==> src/rtl/dht_rx_ctrl.sv <==
`timescale 1ns/1ps
// dht_rx_ctrl: single-wire humidity/temperature sensor controller.
// Issues the host start pulse on an open-drain pad, times every phase with a
// microsecond prescaler, decodes the 40-bit frame (DHT11 or DHT22 layout),
// verifies the checksum, and publishes scaled readings with TH/TL alarms
// that use hysteresis.
module dht_rx_ctrl #(
    parameter int CLK_HZ     = 50_000_000,
    parameter int MODE       = 0,
    parameter int START_US   = 18000,
    parameter int BIT_THR_US = 40,
    parameter int TIMEOUT_US = 200,
    parameter int T_HI       = 300,
    parameter int T_LO       = 100,
    parameter int HYST       = 10
) (
    input  logic        clk,
    input  logic        rst_n,
    input  logic        start,
    input  logic        dht_i,
    output logic        dht_oe,
    output logic        busy,
    output logic [39:0] frame,
    output logic [15:0] hum_x10,
    output logic [15:0] temp_x10,
    output logic        valid,
    output logic        err_cksum,
    output logic        err_timeout,
    output logic        TH,
    output logic        TL
);

    // Cycles per microsecond tick, never below one.
    localparam int US_DIV_RAW = CLK_HZ / 32'sd1_000_000;
    localparam int US_DIV     = (US_DIV_RAW < 32'sd1) ? 32'sd1 : US_DIV_RAW;
    localparam int PRE_W      = (US_DIV > 32'sd1) ? $clog2(US_DIV) : 32'sd1;

    localparam logic [PRE_W-1:0] PRE_ZERO = PRE_W'(0);
    localparam logic [PRE_W-1:0] PRE_ONE  = PRE_W'(1);
    localparam logic [PRE_W-1:0] PRE_LAST = PRE_W'(US_DIV - 32'sd1);

    localparam logic [31:0] START_CNT = 32'(START_US);
    localparam logic [31:0] THR_CNT   = 32'(BIT_THR_US);
    localparam logic [31:0] TO_CNT    = 32'(TIMEOUT_US);
    localparam logic [31:0] CNT_MAX   = 32'hFFFF_FFFF;

    // Alarm thresholds as signed tenths of a degree.
    localparam logic signed [15:0] TH_SET = 16'(T_HI);
    localparam logic signed [15:0] TH_CLR = 16'(T_HI - HYST);
    localparam logic signed [15:0] TL_SET = 16'(T_LO);
    localparam logic signed [15:0] TL_CLR = 16'(T_LO + HYST);

    localparam logic [5:0] LAST_BIT = 6'd39;

    typedef enum logic [3:0] {
        ST_IDLE      = 4'd0,
        ST_START_LOW = 4'd1,
        ST_RELEASE   = 4'd2,
        ST_RESP_LOW  = 4'd3,
        ST_RESP_HIGH = 4'd4,
        ST_BIT_LOW   = 4'd5,
        ST_BIT_HIGH  = 4'd6,
        ST_CHECK     = 4'd7,
        ST_DONE      = 4'd8
    } state_t;

    // Modulo-256 sum of the four data bytes of a frame.
    function automatic logic [7:0] frame_sum(input logic [39:0] f);
        frame_sum = f[39:32] + f[31:24] + f[23:16] + f[15:8];
    endfunction

    // Humidity in tenths of a percent for the selected frame layout.
    function automatic logic [15:0] hum_scale(input logic [39:0] f);
        if (MODE == 0) begin
            hum_scale = ({8'd0, f[39:32]} * 16'd10) + {8'd0, f[31:24]};
        end else begin
            hum_scale = f[39:24];
        end
    endfunction

    // Temperature in tenths of a degree; the DHT22 layout is sign-magnitude.
    function automatic logic [15:0] temp_scale(input logic [39:0] f);
        logic [15:0] mag;
        if (MODE == 0) begin
            mag        = 16'd0;
            temp_scale = ({8'd0, f[23:16]} * 16'd10) + {12'd0, f[11:8]};
        end else begin
            mag = {1'b0, f[22:8]};
            if (f[23]) begin
                temp_scale = 16'd0 - mag;
            end else begin
                temp_scale = mag;
            end
        end
    endfunction

    state_t              state_r;
    logic [PRE_W-1:0]    pre_r;
    logic [31:0]         cnt_r;
    logic [5:0]          bit_idx_r;
    logic [39:0]         sh_r;
    logic                sync1_r;
    logic                sync2_r;
    logic                sync3_r;
    logic                oe_r;
    logic                busy_r;
    logic [39:0]         frame_r;
    logic [15:0]         hum_r;
    logic [15:0]         temp_r;
    logic                valid_r;
    logic                err_ck_r;
    logic                err_to_r;
    logic                th_r;
    logic                tl_r;

    logic                tick_s;
    logic [31:0]         cnt_inc_s;
    logic                rise_s;
    logic                fall_s;
    logic                timeout_s;
    logic                bit_s;
    logic                cksum_ok_s;
    logic [15:0]         hum_new_s;
    logic signed [15:0]  temp_new_s;

    // Two-flop synchroniser on the pad plus one history flop for edge detection;
    // the line idles high, so the flops reset high to avoid a false edge.
    always_ff @(posedge clk) begin
        if (!rst_n) begin
            sync1_r <= 1'b1;
            sync2_r <= 1'b1;
            sync3_r <= 1'b1;
        end else begin
            sync1_r <= dht_i;
            sync2_r <= sync1_r;
            sync3_r <= sync2_r;
        end
    end

    // Microsecond tick, phase count including the current cycle, line edges
    // and the readings decoded from the shift register.
    always_comb begin
        tick_s = (pre_r == PRE_LAST);
        if (tick_s && (cnt_r != CNT_MAX)) begin
            cnt_inc_s = cnt_r + 32'd1;
        end else begin
            cnt_inc_s = cnt_r;
        end
        rise_s     = sync2_r & ~sync3_r;
        fall_s     = ~sync2_r & sync3_r;
        timeout_s  = (cnt_inc_s >= TO_CNT);
        bit_s      = (cnt_inc_s > THR_CNT);
        cksum_ok_s = (frame_sum(sh_r) == sh_r[7:0]);
        hum_new_s  = hum_scale(sh_r);
        temp_new_s = temp_scale(sh_r);
    end

    // Protocol state machine with prescaler, phase counter, bit shifter and
    // all registered outputs; every state change restarts phase timing.
    always_ff @(posedge clk) begin
        if (!rst_n) begin
            state_r   <= ST_IDLE;
            pre_r     <= PRE_ZERO;
            cnt_r     <= 32'd0;
            bit_idx_r <= 6'd0;
            sh_r      <= 40'd0;
            oe_r      <= 1'b0;
            busy_r    <= 1'b0;
            frame_r   <= 40'd0;
            hum_r     <= 16'd0;
            temp_r    <= 16'd0;
            valid_r   <= 1'b0;
            err_ck_r  <= 1'b0;
            err_to_r  <= 1'b0;
            th_r      <= 1'b0;
            tl_r      <= 1'b0;
        end else begin
            valid_r  <= 1'b0;
            err_ck_r <= 1'b0;
            err_to_r <= 1'b0;
            cnt_r    <= cnt_inc_s;
            if (tick_s) begin
                pre_r <= PRE_ZERO;
            end else begin
                pre_r <= pre_r + PRE_ONE;
            end

            case (state_r)
                ST_IDLE: begin
                    oe_r <= 1'b0;
                    if (start) begin
                        state_r <= ST_START_LOW;
                        busy_r  <= 1'b1;
                        oe_r    <= 1'b1;
                        pre_r   <= PRE_ZERO;
                        cnt_r   <= 32'd0;
                    end
                end
                ST_START_LOW: begin
                    if (cnt_inc_s >= START_CNT) begin
                        state_r <= ST_RELEASE;
                        oe_r    <= 1'b0;
                        pre_r   <= PRE_ZERO;
                        cnt_r   <= 32'd0;
                    end
                end
                ST_RELEASE, ST_RESP_LOW, ST_RESP_HIGH, ST_BIT_LOW, ST_BIT_HIGH: begin
                    oe_r <= 1'b0;
                    if ((state_r == ST_RELEASE) && fall_s) begin
                        state_r <= ST_RESP_LOW;
                        pre_r   <= PRE_ZERO;
                        cnt_r   <= 32'd0;
                    end else if ((state_r == ST_RESP_LOW) && rise_s) begin
                        state_r <= ST_RESP_HIGH;
                        pre_r   <= PRE_ZERO;
                        cnt_r   <= 32'd0;
                    end else if ((state_r == ST_RESP_HIGH) && fall_s) begin
                        state_r   <= ST_BIT_LOW;
                        bit_idx_r <= 6'd0;
                        pre_r     <= PRE_ZERO;
                        cnt_r     <= 32'd0;
                    end else if ((state_r == ST_BIT_LOW) && rise_s) begin
                        state_r <= ST_BIT_HIGH;
                        pre_r   <= PRE_ZERO;
                        cnt_r   <= 32'd0;
                    end else if ((state_r == ST_BIT_HIGH) && fall_s) begin
                        sh_r      <= {sh_r[38:0], bit_s};
                        bit_idx_r <= bit_idx_r + 6'd1;
                        pre_r     <= PRE_ZERO;
                        cnt_r     <= 32'd0;
                        if (bit_idx_r == LAST_BIT) begin
                            state_r <= ST_CHECK;
                        end else begin
                            state_r <= ST_BIT_LOW;
                        end
                    end else if (timeout_s) begin
                        state_r  <= ST_IDLE;
                        busy_r   <= 1'b0;
                        err_to_r <= 1'b1;
                        pre_r    <= PRE_ZERO;
                        cnt_r    <= 32'd0;
                    end else begin
                        state_r <= state_r;
                    end
                end
                ST_CHECK: begin
                    state_r <= ST_DONE;
                    pre_r   <= PRE_ZERO;
                    cnt_r   <= 32'd0;
                    if (cksum_ok_s) begin
                        frame_r <= sh_r;
                        hum_r   <= hum_new_s;
                        temp_r  <= temp_new_s;
                        valid_r <= 1'b1;
                        // High alarm: set at/above T_HI, clear below T_HI-HYST.
                        if (temp_new_s >= TH_SET) begin
                            th_r <= 1'b1;
                        end else if (temp_new_s < TH_CLR) begin
                            th_r <= 1'b0;
                        end else begin
                            th_r <= th_r;
                        end
                        // Low alarm: set at/below T_LO, clear above T_LO+HYST.
                        if (temp_new_s <= TL_SET) begin
                            tl_r <= 1'b1;
                        end else if (temp_new_s > TL_CLR) begin
                            tl_r <= 1'b0;
                        end else begin
                            tl_r <= tl_r;
                        end
                    end else begin
                        err_ck_r <= 1'b1;
                    end
                end
                ST_DONE: begin
                    state_r <= ST_IDLE;
                    busy_r  <= 1'b0;
                    pre_r   <= PRE_ZERO;
                    cnt_r   <= 32'd0;
                end
                default: begin
                    state_r <= ST_IDLE;
                    busy_r  <= 1'b0;
                    oe_r    <= 1'b0;
                    pre_r   <= PRE_ZERO;
                    cnt_r   <= 32'd0;
                end
            endcase
        end
    end

    assign dht_oe      = oe_r;
    assign busy        = busy_r;
    assign frame       = frame_r;
    assign hum_x10     = hum_r;
    assign temp_x10    = temp_r;
    assign valid       = valid_r;
    assign err_cksum   = err_ck_r;
    assign err_timeout = err_to_r;
    assign TH          = th_r;
    assign TL          = tl_r;

endmodule

==> config.mk <==
export PLATFORM = sky130hd
export DESIGN_NAME = dht_rx_ctrl
export DESIGN_NICKNAME = d
export VERILOG_FILES = /design/src/rtl/dht_rx_ctrl.sv
export SDC_FILE = /design/constraint.sdc
export NUM_CORES = 1
export LEC_CHECK = 0
export BUFFER_PORTS_ARGS = -buffer_cell sky130_fd_sc_hd__clkbuf_2
export CAP_MARGIN = 20
export CORE_MARGIN = 1
export CORE_UTILIZATION = 47
export DETAILED_ROUTE_END_ITERATION = 6
export PLACE_DENSITY = 0.66
export SETUP_SLACK_MARGIN = 0.3
export SLEW_MARGIN = 20
export SYNTH_ARGS = -nofsm -noshare
export SYNTH_HDL_FRONTEND = slang
export SYNTH_SLANG_ARGS = --single-unit
==> constraint.sdc <==
create_clock -name clk -period 6.2 [get_ports clk]
set_clock_uncertainty 0.2 [all_clocks]
set_input_delay 0.62 -clock clk [delete_from_list [all_inputs] [get_ports clk]]
set_output_delay 0.62 -clock clk [all_outputs]
set_load 0.02 [all_outputs]
==> implementation parameters, run 1 <==
Parameter                              Value

Clock tree
  Post-CTS setup buffer count    0
  # H-tree levels    4
  TritonCTS clock tree    built
  Number of clock sinks    162
  CTS root buf    clkbuf_16
  Gates resized, CTS repair    0
  Number of buffers created by CTS    17
  Max Buffers Root-to-Sink    2
  Clock network latency to the later pin of the worst-skew pair    440 ps
  Count of hold buffers inserted by post-cts repair    0
  Clock slew at reported path FFs    70 ps

Routing
  Post-route antenna net violation count    0
  Residual DRC count    3
  Detailed Route Iter0 Violations    499
  Post-detailed-route wirelength per cell    15.52 µm
  Via total after detailed routing    7111
  Post-Route WL    19920 µm
  Number of iterations in the first detailed-routing pass    7
  Post-detailed-route via-to-cell ratio    5.538

Synth
  Ranking of synthesized cells by instance count    dfxtp_1 (162), nand2_1 (117), nor2_1 (103)
  Most frequently used flop master after synthesis    dfxtp_1
  Largest area contributor in the netlist    dfxtp_1
  Post-synthesis sequential element count    162
  Share of async-settable or async-resettable flops after synthesis    0%
  Number of library cell types mapped by synthesis    73
  Most instantiated library cell after synthesis    dfxtp_1
  Portion of the post-synthesis area used by sequential elements    36.75%
  Yosys warnings    0
  Cell area after synthesis    8825 µm²
  Number of flops mapped to enable cells by yosys    0
  Per-instance average area after synthesis    8.860 µm²
  Synth top area cells    dfxtp_1 (37%), mux2i_1 (6.6%), ha_1 (6.4%)
  Number of standard cells after synthesis    996
  Share of Yosys cell area claimed by the top area cell type    36.75%

STA
  Final cycle utilization of the critical path    76.10%
  Highest clock rate    211.9 MHz
  Final hold violations    0
  Worst slew margin relative to its limit    28.33%
  Clock period minus final worst setup slack    4718 ps
  Setup violation total in the final timing report    0
  Setup total negative slack    0 ps
  Least-Margin Pin Slew    1075 ps
  Setup repair after global routing missed its margin    no
  Max Slew Vio Count    0

Die
  Height of the die    139.0 µm
  Die Wd    139.0 µm
  DIE AREA    19330 µm²
  Number of standard-cell rows in the floorplan    49
  Core Region    18210 µm²
  Boundary pin count    83
  Initial Utilization    48.46%

Cells and area
  Diode count    0
  Net count of the finished layout    1109
  Area overhead of the layout relative to synthesis    11.65%
  Post-layout util    54.11%
  Fraction of final layout cells with drive strength greater than 1    13.74%

Critical path
  Cell with the largest stage delay on the worst path    and4_4
  CP Depth    15
  Maximum net fanout on the critical path    55
  Maximum single-stage delay on the critical path    810 ps
  Worst EP arrival    4810 ps
  Crit path launch type    register
  Buf/Inv on CP    3
  Depth of the most critical reg-to-reg path    15
  Crit-path cells    fa_1 > fa_1 > ha_1 > inv_1 > fa_1 > inv_1 > a21oi_1 > o21bai_1 > a21o_1 > a21oi_1 > xnor2_1 > and4_4 > buf_4 > mux2i_1 > nor2_1
  Cell class contributing the biggest share of worst-path delay    adder cells
  WP data required    6290 ps
  Setup Crit Path Kind    reg -> reg
  CP endpoint kind    register
  Cell seen most often among critical-path stages    fa_1

Placement
  PortBufs    76
  Gpl congestion    0.8686
  Detailed placer's ending HPWL    14030 µm

Min path
  Worst Hold Class    in -> reg
  Number of cells on the worst hold path    2

GRT
  Maximum number of pins on one net before global-route repair    103
  Total global routing overflow    0
  Global-route wire length before repair    33310 µm
  Number of global-route vias before repair    6470
  Number of antenna violations at the first check in global routing    0
  Total GRT Usage    21.45%

Power and ir drop
  Peak supply drop    0.0001961 V
  Total power draw    0.002329 W
  Static leakage    3.851 nW
  Power per cell area    236.4 nW/µm²

Outcome
  Run status    finished with violations
  Violations in the final reports    DRC

Job
  Reported max-cap violation count    0
==> sequential cells by signal (all words and copies together) (netlist names) <==
register     flops
TH               1
TL               1
bit_idx_r        6
busy             1
cnt_r           32
dht_oe           1
err_cksum        1
err_timeout      1
frame           40
hum_x10         12
pre_r            6
sh_r            40
state_r          4
sync1_r          1
sync2_r          1
sync3_r          1
temp_x10        12
valid            1
==> final timing paths <==
| check | slack [ps] | end | from |
|---|---|---|---|
| hold / removal | 170 | sync1_r | dht_i |
| hold reg to reg | 230 | sync2_r | sync1_r |
| setup reg to reg | 1480 | hum_x10[6] | sh_r[17] |
| setup / recovery | 1480 | hum_x10[6] | sh_r[17] |
==> worst reg2reg max path, cell delays in order (launching register included) <==
cell and delay (ps):
dfxtp_1 500, fa_1 490, fa_1 520, ha_1 170
inv_1 60, fa_1 400, inv_1 80, a21oi_1 60
o21bai_1 200, a21o_1 150, a21oi_1 70, xnor2_1 200
and4_4 810, buf_4 400, mux2i_1 210, nor2_1 50
==> where the power goes <==
| part | switching [W] | internal [W] |
|---|---|---|
| clock network | 0.000474 | 0.000564 |
| logic | 0.000148 | 0.0000641 |
| registers | 0.0000229 | 0.00106 |
| total | 0.000644 | 0.00168 |
==> metrics by stage <==
stage	hold WS [ps]	cell area [µm²]	cells	setup slack, ps
4_1_cts	162.0	9853	1284	1495
6_report	170.7	9853	1284	1482
2_1_floorplan	186.3	8843	1001	1842
3_5_place_dp	198.5	9280	1252	1513
5_1_grt	167.1	9853	1284	1162
3_3_place_gp	208.8	9280	1252	1584
==> routing by layer <==
metal	routed length (µm)	track usage [%]	up-vias	part of all wire (%)
met4	260	5.906	0	1.3
met2	8976	33.33	138	45
met3	837	5.041	22	4.2
met5	0	0	-	0
li1	-	-	3571	-
met1	9848	29.69	3380	49
==> layout make-up <==
type,count,area (µm²)
clock buffer,17,425.4
multi-input combinational,750,5215
fill,1725,8356
sequential,162,3243
timing repair buffer,82,425.4
inverter,29,110.1
tap,229,286.5
clock inverter,15,147.6
==> layout by cell type, fill, tap and decap left out, types with 14 or more instances in the layout <==
| master | n |
|---|---|
| a211oi_1 | 14 |
| a21oi_1 | 66 |
| clkbuf_16 | 17 |
| clkbuf_2 | 76 |
| dfxtp_1 | 162 |
| fa_1 | 18 |
| ha_1 | 45 |
| inv_1 | 28 |
| mux2i_1 | 58 |
| nand2_1 | 116 |
| nand3_1 | 23 |
| nand4_1 | 14 |
| nor2_1 | 103 |
| nor3_1 | 34 |
| nor4_1 | 16 |
| o21ai_0 | 21 |
| xnor2_1 | 58 |
| xor2_1 | 27 |
==> logic make-up after synthesis <==
kind of cell             count (synthesis)  share of synthesized area [%]
AO/OA/AOI/OAI                          164                          12.28
XOR/XNOR                                85                          8.436
adder cells (fa/ha/maj)                 63                          10.46
buffers and inverters                   89                          4.509
flip-flops                             162                          36.75
multiplexers                            59                          6.706
other                                    1                        0.04249
AND/OR/NAND/NOR                        373                          20.81
Power figures use the tool's default switching activity.
==> run 2: changes to the inputs <==
Settings changed: ABC_AREA from default to 1, PLACE_DENSITY 0.66 to 0.68.
Clock period 6.2 ns to 4.34 ns, I/O delays scaled along.
==> implementation parameters, run 2 <==
Parameter                              Value

Outcome
  Run status    complete, no violations

Synth
  Synth top area cells    dfxtp_1 (34%), nand2_1 (13%), nor2_1 (6.7%)
  Most instantiated library cell after synthesis    nand2_1
  Portion of the post-synthesis area used by sequential elements    33.61%
  Per-instance average area after synthesis    6.907 µm²
  Largest area contributor in the netlist    dfxtp_1
  Most frequently used flop master after synthesis    dfxtp_1
  Number of standard cells after synthesis    1397
  Number of flops mapped to enable cells by yosys    0
  Yosys warnings    0
  Number of library cell types mapped by synthesis    40
  Ranking of synthesized cells by instance count    nand2_1 (325), nor2_1 (173), dfxtp_1 (162)
  Share of Yosys cell area claimed by the top area cell type    33.61%
  Share of async-settable or async-resettable flops after synthesis    0%
  Cell area after synthesis    9649 µm²
  Post-synthesis sequential element count    162

Routing
  Via total after detailed routing    8998
  Detailed Route Iter0 Violations    552
  Post-detailed-route wirelength per cell    14.61 µm
  Number of iterations in the first detailed-routing pass    5
  Post-detailed-route via-to-cell ratio    5.115
  Residual DRC count    0
  Post-Route WL    25700 µm
  Post-route antenna net violation count    0

Cells and area
  Area overhead of the layout relative to synthesis    15.77%
  Post-layout util    55.38%
  Leading cell types in the layout, fill and taps excluded    nand2_1 (321), nor2_1 (170), dfxtp_1 (152)
  Fraction of final layout cells with drive strength greater than 1    15.31%
  Diode count    0
  Leading cell type in the layout, fill and taps excluded    nand2_1
  Net count of the finished layout    1543
  Post-Layout Cell Count    1759

Critical path
  WP data required    4420 ps
  Depth of the most critical reg-to-reg path    16
  Cell with the largest stage delay on the worst path    fa_1
  Maximum net fanout on the critical path    10
  Maximum single-stage delay on the critical path    510 ps
  Crit path launch type    register
  CP endpoint kind    register
  Worst EP arrival    4120 ps
  Setup Crit Path Kind    reg -> reg
  Crit-path cells    fa_1 > fa_1 > ha_2 > inv_2 > fa_2 > xnor2_2 > xor2_1 > nor4_1 > nand3_1 > nor2_1 > nand2_2 > nor3_4 > clkbuf_16 > buf_4 > clkbuf_16 > a211oi_1

STA
  Setup total negative slack    0 ps
  Clock period minus final worst setup slack    4036 ps
  Final cycle utilization of the critical path    93.00%
  Max Slew Vio Count    0
  Worst slew margin relative to its limit    39.16%
  Setup repair after global routing missed its margin    yes
  Final worst hold slack    57.15 ps
  Highest clock rate    247.8 MHz
  Least-Margin Pin Slew    912.6 ps
  Setup violation total in the final timing report    0
  Final hold violations    0

Min path
  Worst Hold Class    in -> reg
  Number of cells on the worst hold path    3

Placement
  Gpl congestion    0.9488
  PortBufs    76
  Total placed cells including tap cells    1707
  Detailed placer's ending HPWL    18430 µm

Die
  Core Region    20170 µm²
  Initial Utilization    47.84%
  Die Wd    145.3 µm
  Number of standard-cell rows in the floorplan    52
  Height of the die    145.3 µm
  DIE AREA    21110 µm²
  Boundary pin count    83

Clock tree
  # H-tree levels    4
  CTS root buf    clkbuf_16
  Clock slew at reported path FFs    70 ps
  Clock network latency to the later pin of the worst-skew pair    430 ps
  Max Buffers Root-to-Sink    2
  Number of buffers created by CTS    17
  TritonCTS clock tree    built
  Number of clock sinks    162

Job
  Reported max-cap violation count    0

Power and ir drop
  Power per cell area    331.0 nW/µm²
  Peak supply drop    0.0002683 V
  Static leakage    5.209 nW

GRT
  Met3 capacity usage during global routing    3.239%
  Total global routing overflow    0
  Global-route wire length before repair    41140 µm
  Total GRT Usage    24.15%
  Maximum number of pins on one net before global-route repair    107
  Fraction of met1 tracks used by global routing    30.98%
  Most Used Layer, Global Route    met2
  Met2 routing resource usage after global routing    41.61%
  Number of global-route vias before repair    8244
  Number of antenna violations at the first check in global routing    0
run 2: changes by cell type after synthesis, sizes merged, moves of 9 or more:
| cell | previous run | this run |
|---|---|---|
| xnor2 | 58 | 17 |
| nor2 | 103 | 209 |
| a21oi | 66 | 112 |
| clkbuf | 41 | 30 |
| and3 | 10 | 0 |
| a211oi | 15 | 4 |
| nor4 | 17 | 3 |
| inv | 29 | 158 |
| a21o | 9 | 0 |
| nor3 | 45 | 21 |
| nand3 | 24 | 71 |
| nand2 | 117 | 333 |
| o21ai | 22 | 121 |
| mux2i | 58 | 0 |
run 2: layout make-up:
cell class	count	area [µm²]
fill	1947	8999
tap	270	337.8
timing repair buffer	109	802.0
sequential	162	3261
multi-input combinational	1028	5597
clock inverter	11	130.1
inverter	158	593.1
clock buffer	21	450.4
run 2: timing repair:
| item | CTS | global route |
|---|---|---|
| endpoints found under the hold margin | 1 | 0 |
| gates resized for setup | 2 | 35 |
| cloned | 0 | 8 |
| pin swaps | 0 | 12 |
| setup buffers | 0 | 11 |
| hold buffers | 1 | 0 |
| setup endpoints to repair | 42 | 68 |
run 2: where the power goes:
| part | internal, W | leakage [nW] | switching, W |
|---|---|---|---|
| Combinational | 0.000193 | 3.63 | 0.000407 |
| Clock | 0.000866 | 0.270 | 0.000632 |
| Sequential | 0.00154 | 1.31 | 0.0000542 |
| Total | 0.00260 | 5.21 | 0.00109 |
run 2: cell families after synthesis:
| family | share of synthesized area (%) |
|---|---|
| adders and majority gates | 9.570 |
| and+or+nand+nor | 30.16 |
| DFF | 33.61 |
| AOI/OAI and AO/OA | 13.07 |
| buffers and inverters | 9.284 |
| xor gates and xnor gates | 4.266 |
| other | 0.03886 |
run 2: per-layer routing:
layer	routed length (µm)	vias to the layer above	part of all wire (%)
met5	0	-	0
met4	576	0	2.2
met3	980	39	3.8
met2	12640	203	49
met1	11500	4131	45
li1	-	4625	-
run 2: path summary, 6_finish.rpt:
| kind | start | endpoint | slack, ps |
|---|---|---|---|
| max | sh_r[9] | hum_x10[3] | 300 |
| min | start | dht_oe | 60 |
| max reg2reg | sh_r[9] | hum_x10[3] | 300 |
| min reg2reg | sync1_r | sync2_r | 210 |
run 2: through the flow:
step	area (µm²)	power [W]	setup WS, ps
final	11170	0.003698	303.7
after global routing	11170	0.003867	84.22
after CTS	10820	0.003688	367.1
after detailed placement	10230	0.002195	241.4
after global placement	10230	0.002186	349.0
after floorplan	9668	0.002080	535.3
run 2: critical path, delay by kind of cell, from the launching register on:
kind            cells  cell delay, ps
fa+ha+maj           4            1590
compound gates      1              70
flops               1             360
simple gates        5             820
xor+xnor            2             300
buf+inv             4             570
